--- src/rtl/cache_bus_pkg.sv ---
// rtl/cache_bus_pkg.sv - shared encodings for the L1-to-L2 bus scheduler
package cache_bus_pkg;

    localparam int ADDR_W_DEF = 26;

    typedef enum logic [1:0] {
        CMD_READ  = 2'd0,
        CMD_WRITE = 2'd1,
        CMD_RFO   = 2'd2,
        CMD_INVAL = 2'd3
    } bus_cmd_e;

    typedef enum logic [1:0] {
        ST_IDLE  = 2'd0,
        ST_ISSUE = 2'd1,
        ST_DONE  = 2'd2
    } sched_state_e;

    typedef enum logic [1:0] {
        REQ_D  = 2'd0,
        REQ_I  = 2'd1,
        REQ_WB = 2'd2
    } req_id_e;

endpackage

--- src/rtl/wb_fifo.sv ---
// rtl/wb_fifo.sv - dirty-victim writeback queue with per-entry address match
module wb_fifo
    import cache_bus_pkg::*;
#(
    parameter int ADDR_W = ADDR_W_DEF,
    parameter int DEPTH  = 4
) (
    input  logic              clk,
    input  logic              rst_n,
    input  logic              i_push,
    input  logic [ADDR_W-1:0] i_push_addr,
    input  logic              i_pop,
    input  logic [ADDR_W-1:0] i_d_addr,
    input  logic [ADDR_W-1:0] i_i_addr,
    output logic [ADDR_W-1:0] o_head_addr,
    output logic              o_empty,
    output logic              o_full,
    output logic              o_overflow,
    output logic              o_d_match,
    output logic              o_i_match
);
    localparam int PTR_W = $clog2(DEPTH);
    localparam logic [PTR_W:0] FULL_CNT = (PTR_W + 1)'(DEPTH);

    logic [ADDR_W-1:0] r_mem [DEPTH];
    logic [DEPTH-1:0]  r_valid;
    logic [PTR_W-1:0]  r_wr_ptr;
    logic [PTR_W-1:0]  r_rd_ptr;
    logic [PTR_W:0]    r_count;
    logic              r_overflow;
    logic              w_pop_ok;
    logic              w_push_ok;

    assign o_full      = (r_count == FULL_CNT);
    assign o_empty     = (r_count == '0);
    assign o_overflow  = r_overflow;
    assign o_head_addr = r_mem[r_rd_ptr];
    assign w_pop_ok    = i_pop && !o_empty;
    assign w_push_ok   = i_push && (!o_full || w_pop_ok);

    always_ff @(posedge clk or negedge rst_n) begin
        if (!rst_n) begin
            r_valid    <= '0;
            r_wr_ptr   <= '0;
            r_rd_ptr   <= '0;
            r_count    <= '0;
            r_overflow <= 1'b0;
        end else begin
            if (w_pop_ok) begin
                r_valid[r_rd_ptr] <= 1'b0;
                r_rd_ptr          <= r_rd_ptr + 1'b1;
            end
            // When full, the push lands in the slot being popped, so it must win.
            if (w_push_ok) begin
                r_valid[r_wr_ptr] <= 1'b1;
                r_wr_ptr          <= r_wr_ptr + 1'b1;
            end
            if (w_push_ok && !w_pop_ok) begin
                r_count <= r_count + 1'b1;
            end else if (!w_push_ok && w_pop_ok) begin
                r_count <= r_count - 1'b1;
            end
            if (i_push && !w_push_ok) begin
                r_overflow <= 1'b1;
            end
        end
    end

    always_ff @(posedge clk) begin
        if (w_push_ok) begin
            r_mem[r_wr_ptr] <= i_push_addr;
        end
    end

    always_comb begin
        o_d_match = 1'b0;
        o_i_match = 1'b0;
        for (int k = 0; k < DEPTH; k++) begin
            if (r_valid[k] && (r_mem[k] == i_d_addr)) o_d_match = 1'b1;
            if (r_valid[k] && (r_mem[k] == i_i_addr)) o_i_match = 1'b1;
        end
    end

endmodule

--- src/rtl/l2_bus_scheduler.sv ---
// rtl/l2_bus_scheduler.sv - arbitrates D-cache, I-cache and writeback traffic onto the L2 command bus
module l2_bus_scheduler
    import cache_bus_pkg::*;
#(
    parameter int ADDR_W   = ADDR_W_DEF,
    parameter int WB_DEPTH = 4,
    parameter int CNT_W    = 32
) (
    input  logic              Clock,
    input  logic              clear,
    input  logic              d_req,
    input  logic [1:0]        d_cmd,
    input  logic [ADDR_W-1:0] d_addr,
    output logic              d_done,
    input  logic              i_req,
    input  logic [ADDR_W-1:0] i_addr,
    output logic              i_done,
    input  logic              wb_push,
    input  logic [ADDR_W-1:0] wb_addr,
    output logic              wb_full,
    output logic              wb_overflow,
    output logic              bus_valid,
    output logic [1:0]        command_to_L2,
    output logic [ADDR_W-1:0] addr_to_L2,
    input  logic              bus_ready,
    output logic [CNT_W-1:0]  ops_count,
    output logic [CNT_W-1:0]  hazard_count
);
    sched_state_e      r_state, w_next_state;
    req_id_e           r_winner, w_next_winner;
    logic              r_rr_i, w_next_rr_i;
    logic              r_bus_valid, w_next_valid;
    logic [1:0]        r_cmd, w_next_cmd;
    logic [ADDR_W-1:0] r_addr, w_next_addr;
    logic              r_d_done, w_next_d_done;
    logic              r_i_done, w_next_i_done;
    logic [CNT_W-1:0]  r_ops, w_next_ops;
    logic [CNT_W-1:0]  r_haz, w_next_haz;

    logic              w_pop;
    logic [ADDR_W-1:0] w_wb_head;
    logic              w_wb_empty, w_wb_full, w_wb_overflow;
    logic              w_d_match, w_i_match;
    logic              w_d_elig, w_i_elig, w_hazard;

    wb_fifo #(.ADDR_W(ADDR_W), .DEPTH(WB_DEPTH)) u_wb_fifo (
        .clk         (Clock),
        .rst_n       (clear),
        .i_push      (wb_push),
        .i_push_addr (wb_addr),
        .i_pop       (w_pop),
        .i_d_addr    (d_addr),
        .i_i_addr    (i_addr),
        .o_head_addr (w_wb_head),
        .o_empty     (w_wb_empty),
        .o_full      (w_wb_full),
        .o_overflow  (w_wb_overflow),
        .o_d_match   (w_d_match),
        .o_i_match   (w_i_match)
    );

    // A request still visible during its own done pulse is the finished one, not a new one.
    assign w_d_elig = d_req && !r_d_done;
    assign w_i_elig = i_req && !r_i_done;
    assign w_hazard = (w_d_elig && (d_cmd == CMD_READ || d_cmd == CMD_RFO) && w_d_match)
                   || (w_i_elig && w_i_match);

    always_comb begin
        w_next_state  = r_state;
        w_next_winner = r_winner;
        w_next_rr_i   = r_rr_i;
        w_next_valid  = r_bus_valid;
        w_next_cmd    = r_cmd;
        w_next_addr   = r_addr;
        w_next_d_done = 1'b0;
        w_next_i_done = 1'b0;
        w_next_ops    = r_ops;
        w_next_haz    = r_haz;
        w_pop         = 1'b0;
        case (r_state)
            ST_IDLE: begin
                if (!w_wb_empty && (w_wb_full || w_hazard)) begin
                    w_next_winner = REQ_WB;
                    w_next_cmd    = CMD_WRITE;
                    w_next_addr   = w_wb_head;
                    w_next_valid  = 1'b1;
                    w_next_state  = ST_ISSUE;
                    if (w_hazard) w_next_haz = r_haz + 1'b1;
                end else if (w_d_elig && (!w_i_elig || !r_rr_i)) begin
                    w_next_winner = REQ_D;
                    w_next_cmd    = d_cmd;
                    w_next_addr   = d_addr;
                    w_next_valid  = 1'b1;
                    w_next_rr_i   = 1'b1;
                    w_next_state  = ST_ISSUE;
                end else if (w_i_elig) begin
                    w_next_winner = REQ_I;
                    w_next_cmd    = CMD_READ;
                    w_next_addr   = i_addr;
                    w_next_valid  = 1'b1;
                    w_next_rr_i   = 1'b0;
                    w_next_state  = ST_ISSUE;
                end else if (!w_wb_empty) begin
                    w_next_winner = REQ_WB;
                    w_next_cmd    = CMD_WRITE;
                    w_next_addr   = w_wb_head;
                    w_next_valid  = 1'b1;
                    w_next_state  = ST_ISSUE;
                end
            end
            ST_ISSUE: begin
                if (bus_ready) begin
                    w_next_ops   = r_ops + 1'b1;
                    w_pop        = (r_winner == REQ_WB);
                    w_next_valid = 1'b0;
                    w_next_state = ST_DONE;
                end
            end
            ST_DONE: begin
                w_next_d_done = (r_winner == REQ_D);
                w_next_i_done = (r_winner == REQ_I);
                w_next_state  = ST_IDLE;
            end
            default: w_next_state = ST_IDLE;
        endcase
    end

    always_ff @(posedge Clock or negedge clear) begin
        if (!clear) begin
            r_state     <= ST_IDLE;
            r_winner    <= REQ_D;
            r_rr_i      <= 1'b0;
            r_bus_valid <= 1'b0;
            r_cmd       <= '0;
            r_addr      <= '0;
            r_d_done    <= 1'b0;
            r_i_done    <= 1'b0;
            r_ops       <= '0;
            r_haz       <= '0;
        end else begin
            r_state     <= w_next_state;
            r_winner    <= w_next_winner;
            r_rr_i      <= w_next_rr_i;
            r_bus_valid <= w_next_valid;
            r_cmd       <= w_next_cmd;
            r_addr      <= w_next_addr;
            r_d_done    <= w_next_d_done;
            r_i_done    <= w_next_i_done;
            r_ops       <= w_next_ops;
            r_haz       <= w_next_haz;
        end
    end

    assign d_done        = r_d_done;
    assign i_done        = r_i_done;
    assign bus_valid     = r_bus_valid;
    assign command_to_L2 = r_cmd;
    assign addr_to_L2    = r_addr;
    assign ops_count     = r_ops;
    assign hazard_count  = r_haz;
    assign wb_full       = w_wb_full;
    assign wb_overflow   = w_wb_overflow;

endmodule

--- config.mk ---
export PLATFORM = sky130hd
export DESIGN_NAME = l2_bus_scheduler
export DESIGN_NICKNAME = d
export VERILOG_FILES = /design/src/rtl/cache_bus_pkg.sv /design/src/rtl/wb_fifo.sv /design/src/rtl/l2_bus_scheduler.sv
export SDC_FILE = /design/constraint.sdc
export NUM_CORES = 1
export LEC_CHECK = 0
export ABC_AREA = 0
export CELL_PAD_IN_SITES_DETAIL_PLACEMENT = 0
export CELL_PAD_IN_SITES_GLOBAL_PLACEMENT = 1
export CORE_AREA = 10 10 163 165
export CTS_BUF_LIST = sky130_fd_sc_hd__clkbuf_4
export DETAILED_ROUTE_END_ITERATION = 16
export DIE_AREA = 0 0 173 175
export DONT_BUFFER_PORTS = 1
export PLACE_DENSITY = 0.86
export SYNTH_ARGS = -nofsm -noshare
export SYNTH_HDL_FRONTEND = slang
export SYNTH_SLANG_ARGS = --single-unit
--- constraint.sdc ---
create_clock -name Clock -period 3.3 [get_ports Clock]
set_input_delay 0.66 -clock Clock [delete_from_list [all_inputs] [get_ports Clock]]
set_output_delay 0.66 -clock Clock [all_outputs]
set_load 0.02 [all_outputs]
==> impl_metrics.py <==
metrics = {
    "timing": {
        "rsz0062_at_grt": "no",
        "maxSlewHeadroom_pct": 28.0,
        "tightestPinTransition_ps": 1080,
        "timing.final.hold_violations": 0,
        "skew_ps": 66.0,
        "fin_crit_sh_pct": 94.9,
        "period_minus_slack_ps": 3130,
        "drv_slew": 0,
        "hold_ws_ps": 47.0,
        "max_freq_mhz": 319,
        "setup_viol": 0,
        "setup_tns_ps": 0,
    },
    "power": {
        "p_leak_nw": 5.03,
        "vdd_drop_max_uv": 464,
        "swShare_pct": 39.6,
        "p_int_mw": 6.30,
        "pwr-share-clk_pct": 23.2,
        "p_per_area_mw_per_mm2": 766,
        "comb_power_share_pct": 34.4,
        "seq_power_share_pct": 42.4,
        "p_sw_mw": 4.14,
    },
    "final_layout": {
        "layout-drive-gt1-share_pct": 17.9,
        "final_nets": 1239,
        "nFillCells": 2022,
        "mostFrequentLayoutCells": "xnor2_1, dfrtp_1, nand4_1, edfxtp_1, clkbuf_4",
        "final_cells": 1506,
        "final_common_cell": "xnor2_1",
        "syn_to_final_growth_pct": 11.9,
        "final_cell_area_mm2": 0.0136,
    },
    "clock_network": {
        "cts_root_buf": "clkbuf_4",
        "clock_latency_ps": 700,
        "numCtsBuffers": 56,
        "post_cts_buffers": 0,
        "clockBufferDepth": 3,
        "h-tree-depth": 2,
        "path_clk_slew_ps": 70,
        "cts.sinks": 216,
        "tritoncts": "done",
    },
    "synth": {
        "syn_inst": 1094,
        "yosysWarningCount": 0,
        "synth_fp_nets": 1192,
        "ys_seq_area_share_pct": 48.7,
        "synth_seq_cells": 216,
        "netlist-cell-type-count": 46,
        "syn_area_mm2": 0.0122,
        "syn_area_per_cell_um2": 11.1,
    },
    "place": {
        "placed_cell_area_mm2": 0.0128,
        "gp_congestion": 1.05,
        "hpwl_um": 34600,
        "port_buffers": 0,
        "dp.cells": 1400,
    },
    "critical_path": {
        "cp_max_fo": 18,
        "crit_path_cell_trace": "xnor2_1 > nand4_1 > nor4_2 > buf_4 > a22oi_1 > a211oi_1 > buf_4 > o31a_1 > nor2_2 > buf_12 > o32ai_1",
        "cp_top_family": "compound AO/OA/AOI/OAI gates",
        "cp_slowest_cell": "edfxtp_1",
        "cpPeakStageDelay_ps": 460,
        "startpoint_type": "register",
        "critPathArrivalTime_ps": 3680,
        "r2r_start": "u_wb_fifo.r_mem[2][3]",
        "required_ps": 3840,
        "r2r_slack_ps": 170,
        "crit_buf_inv": 3,
        "cp_common_cell": "buf_4",
        "path_class": "register to register",
        "crit_path_end_kind": "register",
        "setup.worst_path.start": "u_wb_fifo.r_mem[2][3]",
    },
    "drt": {
        "wl_per_cell_um": 29.4,
        "vias_per_cell": 6.18,
        "drt_wl_total_um": 44300,
        "drtAntennaViolNets": 0,
        "firstDrtPassIters": 7,
        "drtIter0Drc": 1020,
        "vias": 9312,
        "drc": 0,
    },
    "grt": {
        "gr-total-overflow": 0,
        "grt_antenna_before_repair": 1,
        "grt_pass1_wl_um": 64400,
        "grt_max_degree": 113,
        "grt_use_total_pct": 28.5,
        "grt_pass1_vias": 9212,
    },
    "hold_path": {
        "hold_start": "wb_addr[12]",
        "hp-class": "input pin to register",
    },
    "die": {
        "die_w_um": 173,
        "rows": 56,
        "fp.dieH_um": 175,
        "start_util_pct": 52.4,
        "core_mm2": 0.0233,
        "io_pins": 183,
        "die_area_mm2": 0.0303,
    },
    "flow_run": {
        "cap_violations": 0,
    },
    "outcome": {
        "outcome": "completed",
    },
}
## what timing repair did
| item | CTS | global route |
|---|---|---|
| endpoints found under the hold margin | 112 | 0 |
| endpoints found under the setup margin | 0 | 27 |
| hold buffers | 2 | 0 |
| resized for setup | 0 | 4 |
## area by class of cell
class / count / area (um^2) / area share [%]
diodes: 1 / 2.50 / 0.0184
clock inverters: 20 / 139 / 1.02
multi-input cells: 779 / 5890 / 43.2
clock buffers: 83 / 623 / 4.57
flip-flops and latches: 216 / 5930 / 43.5
inverters: 15 / 56.3 / 0.413
repair buffers: 73 / 596 / 4.37
well taps: 319 / 399 / 2.93
## flip-flops by register name, indices dropped and copies added (netlist names), 3 cells and up
| signal | flops |
|---|---|
| u_wb_fifo.r_count | 3 |
| ops_count | 32 |
| u_wb_fifo.r_valid | 4 |
| addr_to_L2 | 26 |
| u_wb_fifo.r_mem | 104 |
| hazard_count | 32 |
## power groups by stage
stage          Combinational (mW)  Sequential [mW]  Clock (mW)
6_report                     3.59             4.43        2.43
4_1_cts                      3.54             4.42        2.48
2_1_floorplan                2.30             4.16           0
3_3_place_gp                 3.46             4.45           0
3_5_place_dp                 3.49             4.48           0
5_1_grt                      3.79             4.50        2.63
## path summary, 6_finish.rpt
| check | end | depth (start not counted) |
|---|---|---|
| setup / recovery | addr_to_L2[7] | 11 |
| min in group asynchronous | addr_to_L2[19] | 2 |
| max in group asynchronous | u_wb_fifo.r_rd_ptr[0] | 2 |
| setup reg to reg | addr_to_L2[7] | 11 |
| hold / removal | u_wb_fifo.r_mem[0][12] | 0 |
| hold reg to reg | d_done | 1 |
## through the flow
stage               utilization, %  setup WS [ps]  power (mW)
floorplan                        -            485        6.46
global placement              55.0           89.7        7.91
detailed placement            55.0           16.4        7.96
CTS                           58.5            138        10.4
global route                  58.6           11.6        10.9
finish                        58.6            168        10.4
## cells in the mapped netlist, drive strengths merged
library cell	number	area (um^2)
a21o	5	37.5
ha	11	138
or4	6	45.0
nor4	24	188
buf	37	189
a21boi	1	7.51
mux2	3	33.8
nand2	35	131
a211oi	1	7.51
and2	7	43.8
nor2	76	285
nor2b	1	6.26
and3b	1	8.76
xnor2	239	2090
xor2	36	315
clkbuf	47	176
nor4b	2	17.5
or2	2	12.5
or3b	1	8.76
o41ai	1	8.76
nand3	43	215
or3	1	6.26
a41oi	1	16.3
a31o	1	8.76
o32ai	27	236
a22oi	7	52.6
nand3b	1	7.51
a31oi	1	6.26
nand2b	3	18.8
dfrtp	112	2800
mux4	26	586
inv	15	56.3
a21oi	30	150
and3	37	231
edfxtp	104	3120
nand4	107	676
o21ai	7	35.0
nor3	32	160
fa	1	20.0
o31a	2	17.5
## layer usage
metal	track usage (%)	up-vias	routed length, um
met3	7.91	60	4790
li1	-	4114	-
met1	38.4	4662	18400
met2	44.4	476	20200
met5	0	-	0
met4	7.91	0	1030
## kinds of logic (layout without fill, tap and decap cells)
group           count (synthesis)  count (layout)  synth area share (%)
fa+ha+maj                      12              12                  1.29
xor+xnor                      275             275                  19.8
mux                            29              29                  5.09
compound gates                 84              84                  4.80
other cells                     0               1                     0
simple gates                  379             379                  16.9
flops                         216             216                  48.7
buf+inv                        99             191                  3.46
No activity file was read; power rests on OpenSTA's default activity.
